==> src/rtl/lsu_mem_stage_if.sv <==
// rtl/lsu_mem_stage_if.sv - data-memory req/ack bus between the LSU and memory
interface lsu_mem_stage_if #(
  parameter int N = 64
);
  logic         bus_req;
  logic         bus_we;
  logic [N-1:0] bus_addr;
  logic [N-1:0] bus_wdata;
  logic         bus_ack;
  logic [N-1:0] bus_rdata;

  modport master (
    output bus_req, bus_we, bus_addr, bus_wdata,
    input  bus_ack, bus_rdata
  );

  modport slave (
    input  bus_req, bus_we, bus_addr, bus_wdata,
    output bus_ack, bus_rdata
  );
endinterface

==> src/rtl/lsu_mem_stage.sv <==
// rtl/lsu_mem_stage.sv - MEM-stage load/store unit: one bus transaction per LDUR/STUR, stalls until done
module lsu_mem_stage #(
  parameter int N       = 64,
  parameter int TIMEOUT = 16
) (
  input  logic             clk,
  input  logic             reset,
  input  logic             memRead,
  input  logic             memWrite,
  input  logic [N-1:0]     aluResult,
  input  logic [N-1:0]     writeData,
  output logic             stall,
  output logic [N-1:0]     readData,
  output logic             readValid,
  output logic             misaligned,
  output logic             busErr,
  lsu_mem_stage_if.master  bus
);

  localparam logic [1:0] S_IDLE = 2'd0;
  localparam logic [1:0] S_REQ  = 2'd1;
  localparam logic [1:0] S_DONE = 2'd2;

  localparam int CW = (TIMEOUT > 1) ? $clog2(TIMEOUT + 1) : 1;

  logic [1:0]    state;
  logic [CW-1:0] cnt;
  logic          op;
  logic          aligned;

  assign op      = memRead | memWrite;
  assign aligned = (aluResult[2:0] == 3'b000);

  // Stall is gated by reset so the pipeline is released the instant reset asserts.
  always_comb begin
    stall = 1'b0;
    if (reset) begin
      case (state)
        S_IDLE:  stall = op & aligned;
        S_REQ:   stall = 1'b1;
        default: stall = 1'b0;
      endcase
    end
  end

  always_ff @(posedge clk or negedge reset) begin
    if (!reset) begin
      state         <= S_IDLE;
      cnt           <= '0;
      bus.bus_req   <= 1'b0;
      bus.bus_we    <= 1'b0;
      bus.bus_addr  <= '0;
      bus.bus_wdata <= '0;
      readData      <= '0;
      readValid     <= 1'b0;
      misaligned    <= 1'b0;
      busErr        <= 1'b0;
    end else begin
      readValid  <= 1'b0;
      misaligned <= 1'b0;
      busErr     <= 1'b0;
      case (state)
        S_IDLE: begin
          if (op) begin
            if (aligned) begin
              bus.bus_addr  <= aluResult;
              bus.bus_wdata <= writeData;
              bus.bus_we    <= memWrite;
              bus.bus_req   <= 1'b1;
              cnt           <= '0;
              state         <= S_REQ;
            end else begin
              misaligned <= 1'b1;
            end
          end
        end
        S_REQ: begin
          // An ack in the final allowed cycle still completes the access.
          if (bus.bus_ack) begin
            bus.bus_req <= 1'b0;
            if (!bus.bus_we) begin
              readData  <= bus.bus_rdata;
              readValid <= 1'b1;
            end
            state <= S_DONE;
          end else if (cnt == CW'(TIMEOUT - 1)) begin
            bus.bus_req <= 1'b0;
            busErr      <= 1'b1;
            state       <= S_DONE;
          end else begin
            cnt <= cnt + 1'b1;
          end
        end
        S_DONE:  state <= S_IDLE;
        default: state <= S_IDLE;
      endcase
    end
  end

endmodule

==> src/flat_wrapper.sv <==
// flat-port wrapper written by rule: the top's interface ports become plain ports
module lsu_mem_stage_flat 
#(
  parameter int N       = 64,
  parameter int TIMEOUT = 16
)
  (clk, reset, memRead, memWrite, aluResult, writeData, stall, readData, readValid, misaligned, busErr, bus_bus_req, bus_bus_we, bus_bus_addr, bus_bus_wdata, bus_bus_ack, bus_bus_rdata);
  lsu_mem_stage_if #(.N(N)) bus_i ();
  input  logic clk;
  input  logic reset;
  input  logic memRead;
  input  logic memWrite;
  input  logic [N-1:0] aluResult;
  input  logic [N-1:0] writeData;
  output logic stall;
  output logic [N-1:0] readData;
  output logic readValid;
  output logic misaligned;
  output logic busErr;
  output wire logic [$bits(bus_i.bus_req)-1:0] bus_bus_req;
  output wire logic [$bits(bus_i.bus_we)-1:0] bus_bus_we;
  output wire logic [$bits(bus_i.bus_addr)-1:0] bus_bus_addr;
  output wire logic [$bits(bus_i.bus_wdata)-1:0] bus_bus_wdata;
  input wire logic [$bits(bus_i.bus_ack)-1:0] bus_bus_ack;
  input wire logic [$bits(bus_i.bus_rdata)-1:0] bus_bus_rdata;
  assign bus_bus_req = bus_i.bus_req;
  assign bus_bus_we = bus_i.bus_we;
  assign bus_bus_addr = bus_i.bus_addr;
  assign bus_bus_wdata = bus_i.bus_wdata;
  assign bus_i.bus_ack = bus_bus_ack;
  assign bus_i.bus_rdata = bus_bus_rdata;
  lsu_mem_stage #(.N(N), .TIMEOUT(TIMEOUT)) u_core (.clk(clk), .reset(reset), .memRead(memRead), .memWrite(memWrite), .aluResult(aluResult), .writeData(writeData), .stall(stall), .readData(readData), .readValid(readValid), .misaligned(misaligned), .busErr(busErr), .bus(bus_i));
endmodule
==> config.mk <==
export PLATFORM = sky130hd
export DESIGN_NAME = lsu_mem_stage_flat
export DESIGN_NICKNAME = d
export VERILOG_FILES = /design/src/rtl/lsu_mem_stage_if.sv /design/src/rtl/lsu_mem_stage.sv /design/src/flat_wrapper.sv
export SDC_FILE = /design/constraint.sdc
export NUM_CORES = 1
export LEC_CHECK = 0
export ABC_AREA = 0
export BUFFER_PORTS_ARGS = -buffer_cell sky130_fd_sc_hd__buf_2
export CAP_MARGIN = 20
export CORE_AREA = 2 2 151 153
export CTS_BUF_LIST = sky130_fd_sc_hd__clkbuf_16
export DETAILED_ROUTE_END_ITERATION = 10
export DIE_AREA = 0 0 153 155
export MAX_ROUTING_LAYER = met4
export PLACE_DENSITY = 0.66
export SETUP_SLACK_MARGIN = 0.05
export SYNTH_ARGS = -nofsm -noshare
export SYNTH_HDL_FRONTEND = slang
export SYNTH_SLANG_ARGS = --single-unit
export TNS_END_PERCENT = 1
==> constraint.sdc <==
create_clock -name clk -period 4.3 [get_ports clk]
set_input_delay 0.43 -clock clk [delete_from_list [all_inputs] [get_ports clk]]
set_output_delay 0.43 -clock clk [all_outputs]
set_load 0.05 [all_outputs]
==> reports/qor.csv, run 1 <==
metric;value;unit
CTS buffer count;23;
DIE WIDTH;153;um
filler instances;2069;
largest net degree at the start of global routing;85;
pwr dens;780;mW/mm^2
Leak;6.15;nW
Pwr Total;8.49;mW
setup_tns;0;ns
drt via density;4.49;
Synth async-reset ratio;1.00;
multi-input logic area;0.00260;sq mm
Layout area overhead;36.4;%
WS Path Type;input port to output port;
Period minus WS final;2.37;ns
final slew viol count;0;
row count;55;
Post-Synthesis Cells;724;
CTS clk-pin slew, worst paths;0.06;ns
clock power share;0.228;
Die Y-Extent;155;um
CP endpoint kind;output port;
syn_nets;923;
syn avg cell area;11.0;sq um
register area;0.00510;sq mm
number of flops mapped to enable cells by yosys;0;
drt total wl;22100;um
DP HPWL;15800;um
DR pass1 iterations;4;
Sw Ratio;0.456;
YS warnings;0;
layout cells sized above 1;0.444;
period utilization;0.551;
Power Internal;4.62;mW
CTS root buffer;clkbuf_16;
worst-margin pin slew;0.965;ns
post-synth top area cell;dfrtp_1;
H-tree depth;1;
All-Layer GR Usage;0.186;
initial antenna violation count;4;
worst vdd ir;0.386;mV
Port Buffer Count;394;
Seq pwr share;0.335;
Seq cells post-synth;204;
Synth Flop Type;dfrtp_1;
worst skew pair latency;0.51;ns
wire per inst;15.6;um
Top Ports;395;
outcome;finished, final reports clean;
Worst Skew;0.0221;ns
Cell variety after synth;27;
CP startpoint kind;input port;
final hold viol count;0;
clk sinks;204;
CP arrival;1.94;ns
remaining antenna violation count;0;
die area;0.0237;sq mm
GP Congestion;0.795;
netlist area before placement;0.00798;sq mm
initial DRC count;335;
most numerous cell in the Yosys netlist;nand2_1;
Nets;1315;
DRC viols;0;
Max-Cap Viols;0;
Core Region;0.0222;sq mm
RSZ-0062 raised after global routing;no;
clock buffer depth;3;
Data required, critical path;3.87;ns
power share of the combinational group;0.437;
Initial Util;0.359;
DR vias;6376;
Yosys top cell area share;0.640;
Post-synth top cells;nand2_1, dfrtp_1, mux2_4, buf_2, mux2_2;
critical path fanouts, max;57;
register area share after synthesis;0.640;
vias in the first global route;6523;
Max Clock Freq;422;MHz
first-pass GRT wire length;34500;um
post-CTS setup buffer count;0;
CTS tree;built;
hold crit path type;input port to flop;
Setup Viol. Count Final;0;
NetSw;3.87;mW
Rel. slew slack;0.357;
GRT Residual Overflow;0;
synth top area cells;dfrtp_1, nand2_1, mux2_4, mux2_2, buf_12;
[critical path, cell delays in order]
cell and delay [ns]:
dlygate4sd3_1 0.54, clkbuf_8 0.42, nor3b_1 0.23, buf_2 0.30
[final cells by class]
| class | count | share of cell area |
|---|---|---|
| Inverter | 2 | 0.000690 |
| Sequential cell | 204 | 0.469 |
| Clock buffer | 23 | 0.0529 |
| Timing Repair Buffer | 403 | 0.190 |
| Multi-Input combinational cell | 482 | 0.239 |
| Antenna cell | 4 | 0.000920 |
| Clock inverter | 18 | 0.0151 |
| Tap cell | 285 | 0.0328 |
[logic make-up (layout without fill, tap and decap cells)]
family | Yosys count | count (layout) | synth area share
other | 0 | 4 | 0
AOI/OAI and AO/OA | 7 | 7 | 0.00502
adders and majority gates | 2 | 2 | 0.00314
DFF | 204 | 204 | 0.640
and+or+nand+nor | 408 | 408 | 0.200
muxes | 65 | 65 | 0.115
buffers and inverters | 38 | 446 | 0.0370
[metal layers]
metal,vias to the layer above,wire length [um],global-route usage
li1,3052,-,-
met1,2993,9210,0.237
met2,289,10500,0.296
met3,42,1880,0.0490
met4,0,501,0.0503
met5,-,0,-
[stage by stage]
| stage | area (sq um) | setup WS [ns] | utilization | instances | hold WS [ns] |
|---|---|---|---|---|---|
| 6_report | 10900 | 1.93 | 0.490 | 1421 | 0.100 |
| 5_1_grt | 10900 | 1.71 | 0.490 | 1421 | 0.0841 |
| 4_1_cts | 10900 | 1.90 | 0.489 | 1417 | 0.0727 |
| 3_5_place_dp | 10100 | 1.75 | 0.455 | 1375 | 0.431 |
| 3_3_place_gp | 10100 | 1.75 | 0.455 | 1375 | 0.432 |
| 2_1_floorplan | 7980 | 1.97 | - | 724 | 0.134 |
[power groups by stage]
| stage | Clock, mW | Combinational [mW] | Sequential [mW] |
|---|---|---|---|
| 2_1_floorplan | 0 | 0.690 | 4.95 |
| 3_3_place_gp | 0 | 3.71 | 2.85 |
| 3_5_place_dp | 0 | 3.73 | 2.87 |
| 4_1_cts | 2.00 | 3.74 | 2.85 |
| 5_1_grt | 2.08 | 3.88 | 2.93 |
| 6_report | 1.93 | 3.71 | 2.84 |
[layout by cell type (no fill, tap or decap), drive strengths merged, types with 4 or more instances in the layout]
cell type | synthesis | routed
nand3 | 9 | 9
clkbuf | 5 | 24
buf | 31 | 401
diode | 0 | 4
clkinv | 0 | 9
inv | 2 | 8
mux2 | 65 | 65
dfrtp | 204 | 204
o21ai | 4 | 4
nor2 | 4 | 4
nand2 | 381 | 381
[sequential cells by signal (all words and copies together), names as in the netlist]
name                  flops
u_core.cnt                5
u_core.state              2
u_core.readData          64
u_core.readValid          1
u_core.busErr             1
u_core.bus.bus_req        1
u_core.misaligned         1
u_core.bus.bus_addr      64
u_core.bus.bus_we         1
u_core.bus.bus_wdata     64
[worst paths after layout]
| path | start | endpoint | slack [ns] | cells past startpoint |
|---|---|---|---|---|
| setup / recovery | reset | stall | 1.93 | 4 |
| hold reg to reg | u_core.bus.bus_wdata[50] | u_core.bus.bus_wdata[50] | 0.47 | 2 |
| min in group asynchronous | reset | u_core.bus.bus_addr[25] | 0.45 | 2 |
| hold / removal | writeData[8] | u_core.bus.bus_wdata[8] | 0.10 | 3 |
| setup reg to reg | u_core.state[1] | u_core.bus.bus_we | 1.94 | 4 |
| max in group asynchronous | reset | u_core.readData[36] | 2.51 | 3 |
[repair_timing]
action / in CTS / in global routing
resized for setup: 0 / 0
endpoints found under the setup margin: 0 / 0
hold buffers: 1 / 0
hold endpoints to repair: 54 / 0
Power figures use the tool's default switching activity.
==> inputs of run 2 (changes only) <==
- CORE_AREA: 2 2 151 153 -> 2 2 152 154
- DIE_AREA: 0 0 153 155 -> 0 0 154 156
- PLACE_DENSITY: 0.66 -> unset
- clock period: 4.3 -> 2.3 ns (I/O delays scaled with it)
==> reports/qor.csv, run 2 (synthesis results as in run 1) <==
metric;value;unit;change
Crit path max-delay family;buffers and inverters;;
die area;0.0240;sq mm;+1.3%
GRT Residual Overflow;0;;unchanged
largest net degree at the start of global routing;140;;+65%
Data required, critical path;2.07;ns;-1.80 ns
pwr dens;1250;mW/mm^2;+60%
CP max-delay cell;dlygate4sd3_1;;
outcome;finished, final reports clean;;
Core Region;0.0224;sq mm;+0.62%
Rel. slew slack;0.463;;+0.107
clk sinks;204;;unchanged
commonest non-fill, non-tap cell in the layout;buf_2;;
final slew viol count;0;;unchanged
CTS clk-pin slew, worst paths;0.05;ns;about the same
layout cells sized above 1;0.380;;-0.0645
drt via density;4.48;;-0.10%
crit-path max cell delay;0.53;ns;about the same
Top Registers;u_core.bus.bus_addr (64), u_core.bus.bus_wdata (64), u_core.readData (64);;
RSZ-0062 raised after global routing;no;;
period utilization;0.861;;
DRC viols;0;;unchanged
vias in the first global route;7516;;+15%
remaining antenna violation count;0;;unchanged
commonest cells after routing, fill and taps aside;buf_2, nand2_1, dfrtp_1, dlygate4sd3_1, mux2_4;;
initial antenna violation count;0;;-4
CP Buf/Inv Count;3;;unchanged
DP HPWL;15700;um;-0.98%
setup_tns;0;ns;unchanged
CP startpoint kind;input port;;
worst skew pair latency;0.51;ns;about the same
Die Y-Extent;156;um;+0.65%
H-tree depth;1;;unchanged
CTS root buffer;clkbuf_16;;
DR vias;7230;;+13%
Setup Viol. Count Final;0;;unchanged
DIE WIDTH;154;um;+0.65%
Hold-fix buffers, CTS;191;;+190
most used cell, CP;buf_2;;
clock buffer depth;3;;unchanged
Cell Chain, Critical Path;dlygate4sd3_1 > buf_2 > or2_1 > a21oi_1 > nor3b_1 > buf_2;;
WS Path Type;input port to output port;;
worst vdd ir;0.549;mV;+42%
row count;55;;unchanged
GP Congestion;0.790;;-0.65%
Initial Util;0.357;;-0.00221
Setup WS post-layout;0.319;ns;-1.61 ns
CP arrival;1.75;ns;-0.19 ns
CP endpoint kind;output port;;
drt total wl;25300;um;+14%
CTS tree;built;;
Leak;6.98;nW;+13%
Nets;1508;;+15%
first-pass GRT wire length;39400;um;+14%
Final Cell Area;0.0128;sq mm;+18%
Port Buffer Count;394;;unchanged
final hold viol count;0;;unchanged
hold crit path type;input port to flop;;
DR pass1 iterations;4;;unchanged
Layout area overhead;60.6;%;
Worst Skew;0.00723;ns;-0.0149 ns
Period minus WS final;1.98;ns;
filler instances;1832;;-11%
Setup Slack @ Placement;0.539;ns;-1.21 ns
CTS resizes;0;;unchanged
wire per inst;15.7;um;+0.84%
Top Ports;395;;unchanged
Final Core Density;0.573;;+0.0833
post-CTS setup buffer count;0;;unchanged
worst-margin pin slew;0.805;ns;-0.160 ns
initial DRC count;447;;+33%
CTS buffer count;24;;+4.3%
critical path fanouts, max;4;;-93%
Max Clock Freq;505;MHz;
All-Layer GR Usage;0.210;;+0.0240
Max-Cap Viols;0;;unchanged
area of placed instances;0.0102;sq mm;+0.57%
run 2: cell count changes in the layout (fill, tap and decap cells not counted), moves of 2 or more:
| cell | previous run | this run |
|---|---|---|
| clkbuf_16 | 23 | 25 |
| buf_4 | 7 | 4 |
| buf_12 | 1 | 5 |
| clkinv_2 | 2 | 5 |
| inv_6 | 2 | 0 |
| diode_2 | 4 | 1 |
| inv_1 | 6 | 11 |
| clkinv_1 | 6 | 4 |
| bufinv_16 | 3 | 0 |
| dlygate4sd3_1 | 1 | 192 |
run 2: area by class of cell:
class	instances	area [sq um]	share of cell area
multi-input combinational	482	2600	0.203
inverter	2	7.51	0.000586
tap	285	357	0.0278
clock buffer	25	626	0.0488
clock inverter	19	81.3	0.00635
timing repair buffer	595	4030	0.315
antenna	1	2.50	0.000195
sequential	204	5100	0.398
run 2: final timing paths:
check,slack (ns),cells past startpoint,from,to
max reg2reg,0.54,4,u_core.state[1],u_core.readData[19]
max,0.32,6,memWrite,stall
min,0.16,4,aluResult[2],u_core.misaligned
max in group asynchronous,1.06,3,reset,u_core.readData[51]
min reg2reg,0.47,2,u_core.bus.bus_addr[57],u_core.bus.bus_addr[57]
min in group asynchronous,0.19,2,reset,u_core.bus.bus_wdata[15]
run 2: stage by stage:
stage | instances | power [mW] | hold slack, ns
2_1_floorplan | 724 | 10.5 | -0.0656
3_3_place_gp | 1376 | 12.3 | 0.112
3_5_place_dp | 1376 | 12.3 | 0.110
4_1_cts | 1611 | 16.1 | 0.0000913
5_1_grt | 1612 | 16.7 | 0.149
6_report | 1613 | 16.0 | 0.159
run 2: power breakdown:
| part | total [mW] | switching [mW] | internal (mW) |
|---|---|---|---|
| Combinational | 7.25 | 5.27 | 1.98 |
| Clock | 3.39 | 1.44 | 1.95 |
| Sequential | 5.36 | 0.641 | 4.72 |
| Total | 16.0 | 7.35 | 8.65 |
run 2: tightest hold or removal path, cell delays in order:
cell	delay [ns]
buf_2	0.08
nor3_2	0.05
buf_4	0.15
nor2_1	0.11
run 2: layer usage:
metal / global-route usage / wire length, um
met1: 0.250 / 10200
met2: 0.350 / 12300
met3: 0.0525 / 1960
met4: 0.0690 / 793
met5: - / 0
==> inputs of run 3 (changes only) <==
- ABC_AREA: 0 -> 1
- CELL_PAD_IN_SITES_DETAIL_PLACEMENT: unset -> 0
- CELL_PAD_IN_SITES_GLOBAL_PLACEMENT: unset -> 1
- CORE_AREA: 2 2 152 154 -> unset
- CORE_UTILIZATION: unset -> 32
- DIE_AREA: 0 0 154 156 -> unset
- PLACE_DENSITY_LB_ADDON: unset -> 0.1
==> reports/qor.csv, run 3 <==
metric;value;unit;change
outcome;finished, final reports clean;;
gr busiest metal;met2;;
syn_nets;1083;;+17%
DP HPWL;16600;um;+5.8%
largest net degree at the start of global routing;111;;-21%
hold-critical path depth;3;;-1
Setup Viol. Count Final;0;;unchanged
area of placed instances;0.0101;sq mm;-1.1%
setup_tns;0;ns;unchanged
Cell variety after synth;17;;-37%
Rel. slew slack;0.517;;+0.0541
critical path fanouts, max;25;;+21
Core Region;0.0238;sq mm;+6.2%
Initial Util;0.331;;-0.0258
met3 global-route usage;0.0379;;-0.0146
clock buffer depth;3;;unchanged
Data required, critical path;2.07;ns;about the same
clk sinks;204;;unchanged
CTS root buffer;clkbuf_16;;
Yosys top cell area share;0.650;;+0.00968
Simple-Gate Fraction of Synth Area;0.298;;+0.0976
Setup Slack @ Placement;0.519;ns;-0.0200 ns
Power Internal;8.18;mW;-5.4%
Seq pwr share;0.338;;+0.003
CTS buffer count;24;;unchanged
row count;56;;+1.8%
post-CTS setup buffer count;0;;unchanged
post-synthesis compound-gate area fraction;0.00223;;-0.00279
netlist area before placement;0.00786;sq mm;-1.5%
register area share after synthesis;0.650;;+0.00968
post-synth top area cell;dfrtp_1;;
Period minus WS final;2.12;ns;+0.135 ns
layout cells sized above 1;0.303;;-0.0768
GRT met1 Usage;0.264;;+0.0136
met2 usage;0.349;;-0.00133
wire per inst;14.1;um;-9.8%
Final Core Density;0.538;;-0.0353
DR vias;7608;;+5.2%
period utilization;0.920;;+0.0587
xor-xnor portion of the synthesized cell area;0;;unchanged
most numerous cell in the Yosys netlist;nand2_1;;
commonest cells after routing, fill and taps aside;nand2_1, buf_2, dfrtp_1, dlygate4sd3_1, clkbuf_16;;
Sw Ratio;0.451;;-0.00855
area share of fa/ha/maj cells after synthesis;0.00318;;+0.0000475
Nets;1663;;+10%
Worst Skew;0.00858;ns;+0.00135 ns
RSZ-0062 raised after global routing;no;;
filler instances;2267;;+24%
Cell Count Post-Placement;1565;;+14%
Die Y-Extent;159;um;+1.7%
Top Registers;u_core.bus.bus_addr (64), u_core.bus.bus_wdata (64), u_core.readData (64);;
GRT Residual Overflow;0;;unchanged
YS warnings;0;;unchanged
hold crit path type;input port to flop;;
H-tree depth;1;;unchanged
Seq cells post-synth;204;;unchanged
CP endpoint kind;output port;;
synth top area cells;dfrtp_1, nand2_1, buf_6, buf_4, buf_2;;
Leak;7.29;nW;+4.5%
All-Layer GR Usage;0.209;;-0.000552
drt total wl;25500;um;+0.67%
first-pass GRT wire length;41700;um;+5.8%
WS Path Type;flop to output port;;
pwr dens;1170;mW/mm^2;-6.6%
syn avg cell area;8.89;sq um;-19%
remaining antenna violation count;0;;unchanged
final slew viol count;0;;unchanged
commonest non-fill, non-tap cell in the layout;nand2_1;;
Layout area overhead;62.5;%;
GP Congestion;0.787;;-0.32%
CP arrival;1.89;ns;+0.14 ns
Fin Hold WS;0.0236;ns;-0.135 ns
Max Clock Freq;473;MHz;-6.4%
DRC viols;0;;unchanged
vias in the first global route;7805;;+3.8%
Top Ports;395;;unchanged
Post-synth top cells;nand2_1, dfrtp_1, nor2_1, buf_4;;
DIE WIDTH;159;um;+3.1%
Max-Cap Viols;0;;unchanged
Synth async-reset ratio;1.00;;unchanged
ant diodes;0;;-1
drt via density;4.22;;-5.8%
power share of the combinational group;0.414;;-0.039
Port Buffer Count;394;;unchanged
initial antenna violation count;0;;unchanged
NetSw;6.72;mW;-8.6%
Post-Synthesis Cells;884;;+22%
Finished Layout Cells;1801;;+12%
number of flops mapped to enable cells by yosys;0;;unchanged
worst skew pair latency;0.50;ns;about the same
worst-margin pin slew;0.724;ns;-0.0812 ns
worst vdd ir;0.530;mV;-3.5%
die area;0.0252;sq mm;+4.8%
final hold viol count;0;;unchanged
clock power share;0.248;;+0.036
Synth Flop Type;dfrtp_1;;
Final Cell Area;0.0128;sq mm;-0.34%
DR pass1 iterations;4;;unchanged
Setup WS post-layout;0.184;ns;-0.135 ns
CP startpoint kind;flop;;
largest family of logic cells by synthesized area;simple AND/OR/NAND/NOR gates;;
mux cell area share after synthesis;0;;-0.115
Pwr Total;14.9;mW;-6.9%
initial DRC count;405;;-9.4%
Reg2Reg Depth;9;;+5
CTS tree;built;;
CTS clk-pin slew, worst paths;0.06;ns;about the same
[run 3: cell count changes after synthesis, moves of 2 or more]
cell and delta:
and2_1 -3, and3_1 -2, buf_12 -5, buf_2 -6, buf_4 +11, buf_6 +7, inv_1 +9, inv_2 +4
mux2_2 -16, mux2_4 -49, nand2_1 +210, nor2_1 +11, nor3b_1 -2, o21ai_0 -3
[run 3: final timing paths]
kind,to,start,slack [ns]
worst min register to register,u_core.bus.bus_req,u_core.bus.bus_req,0.47
worst min-delay path,u_core.misaligned,memRead,0.02
worst max register to register,u_core.cnt[0],u_core.cnt[0],0.55
max in group asynchronous,u_core.bus.bus_addr[62],reset,1.14
worst max-delay path,stall,u_core.state[1],0.18
min in group asynchronous,u_core.readData[14],reset,0.24
[run 3: what timing repair did]
action	CTS	global route
hold endpoints to repair	225	0
hold buffers	192	0
setup endpoints to repair	1	1
resized for setup	1	2
[run 3: critical path: stages (launching register included)]
cell	delay, ns
dfrtp_1	0.41
inv_2	0.05
nand2_1	0.07
nor2_2	0.13
nand2_4	0.09
buf_4	0.23
a21boi_1	0.17
buf_4	0.22
[run 3: kinds of logic (layout without fill, tap and decap cells)]
logic type               after synthesis  in the layout
flip-flops                           204            204
adder cells (fa/ha/maj)                2              2
AND/OR/NAND/NOR                      618            618
AO/OA/AOI/OAI                          3              3
buffers and inverters                 57            655
[run 3: power by group through the flow]
stage | logic (mW) | registers, mW | clock network [mW]
2_1_floorplan | 0.889 | 8.51 | 0
3_3_place_gp | 5.94 | 5.07 | 0
3_5_place_dp | 5.95 | 5.08 | 0
4_1_cts | 6.22 | 5.03 | 3.82
5_1_grt | 6.51 | 5.17 | 3.95
6_report | 6.17 | 5.03 | 3.69
[run 3: metal layers]
| layer | vias to the layer above | wire length (um) |
|---|---|---|
| li1 | 3815 | - |
| met1 | 3486 | 11200 |
| met2 | 275 | 12300 |
| met3 | 32 | 1550 |
| met4 | 0 | 498 |
| met5 | - | 0 |
[run 3: final cells by class]
type	instances	area, sq um	area share
Multi-Input combinational cell	623	2390	0.187
Clock inverter	19	145	0.0114
Tap cell	319	399	0.0313
Inverter	15	58.8	0.00461
Clock buffer	25	626	0.0490
Timing Repair Buffer	596	4040	0.317
Sequential cell	204	5100	0.400
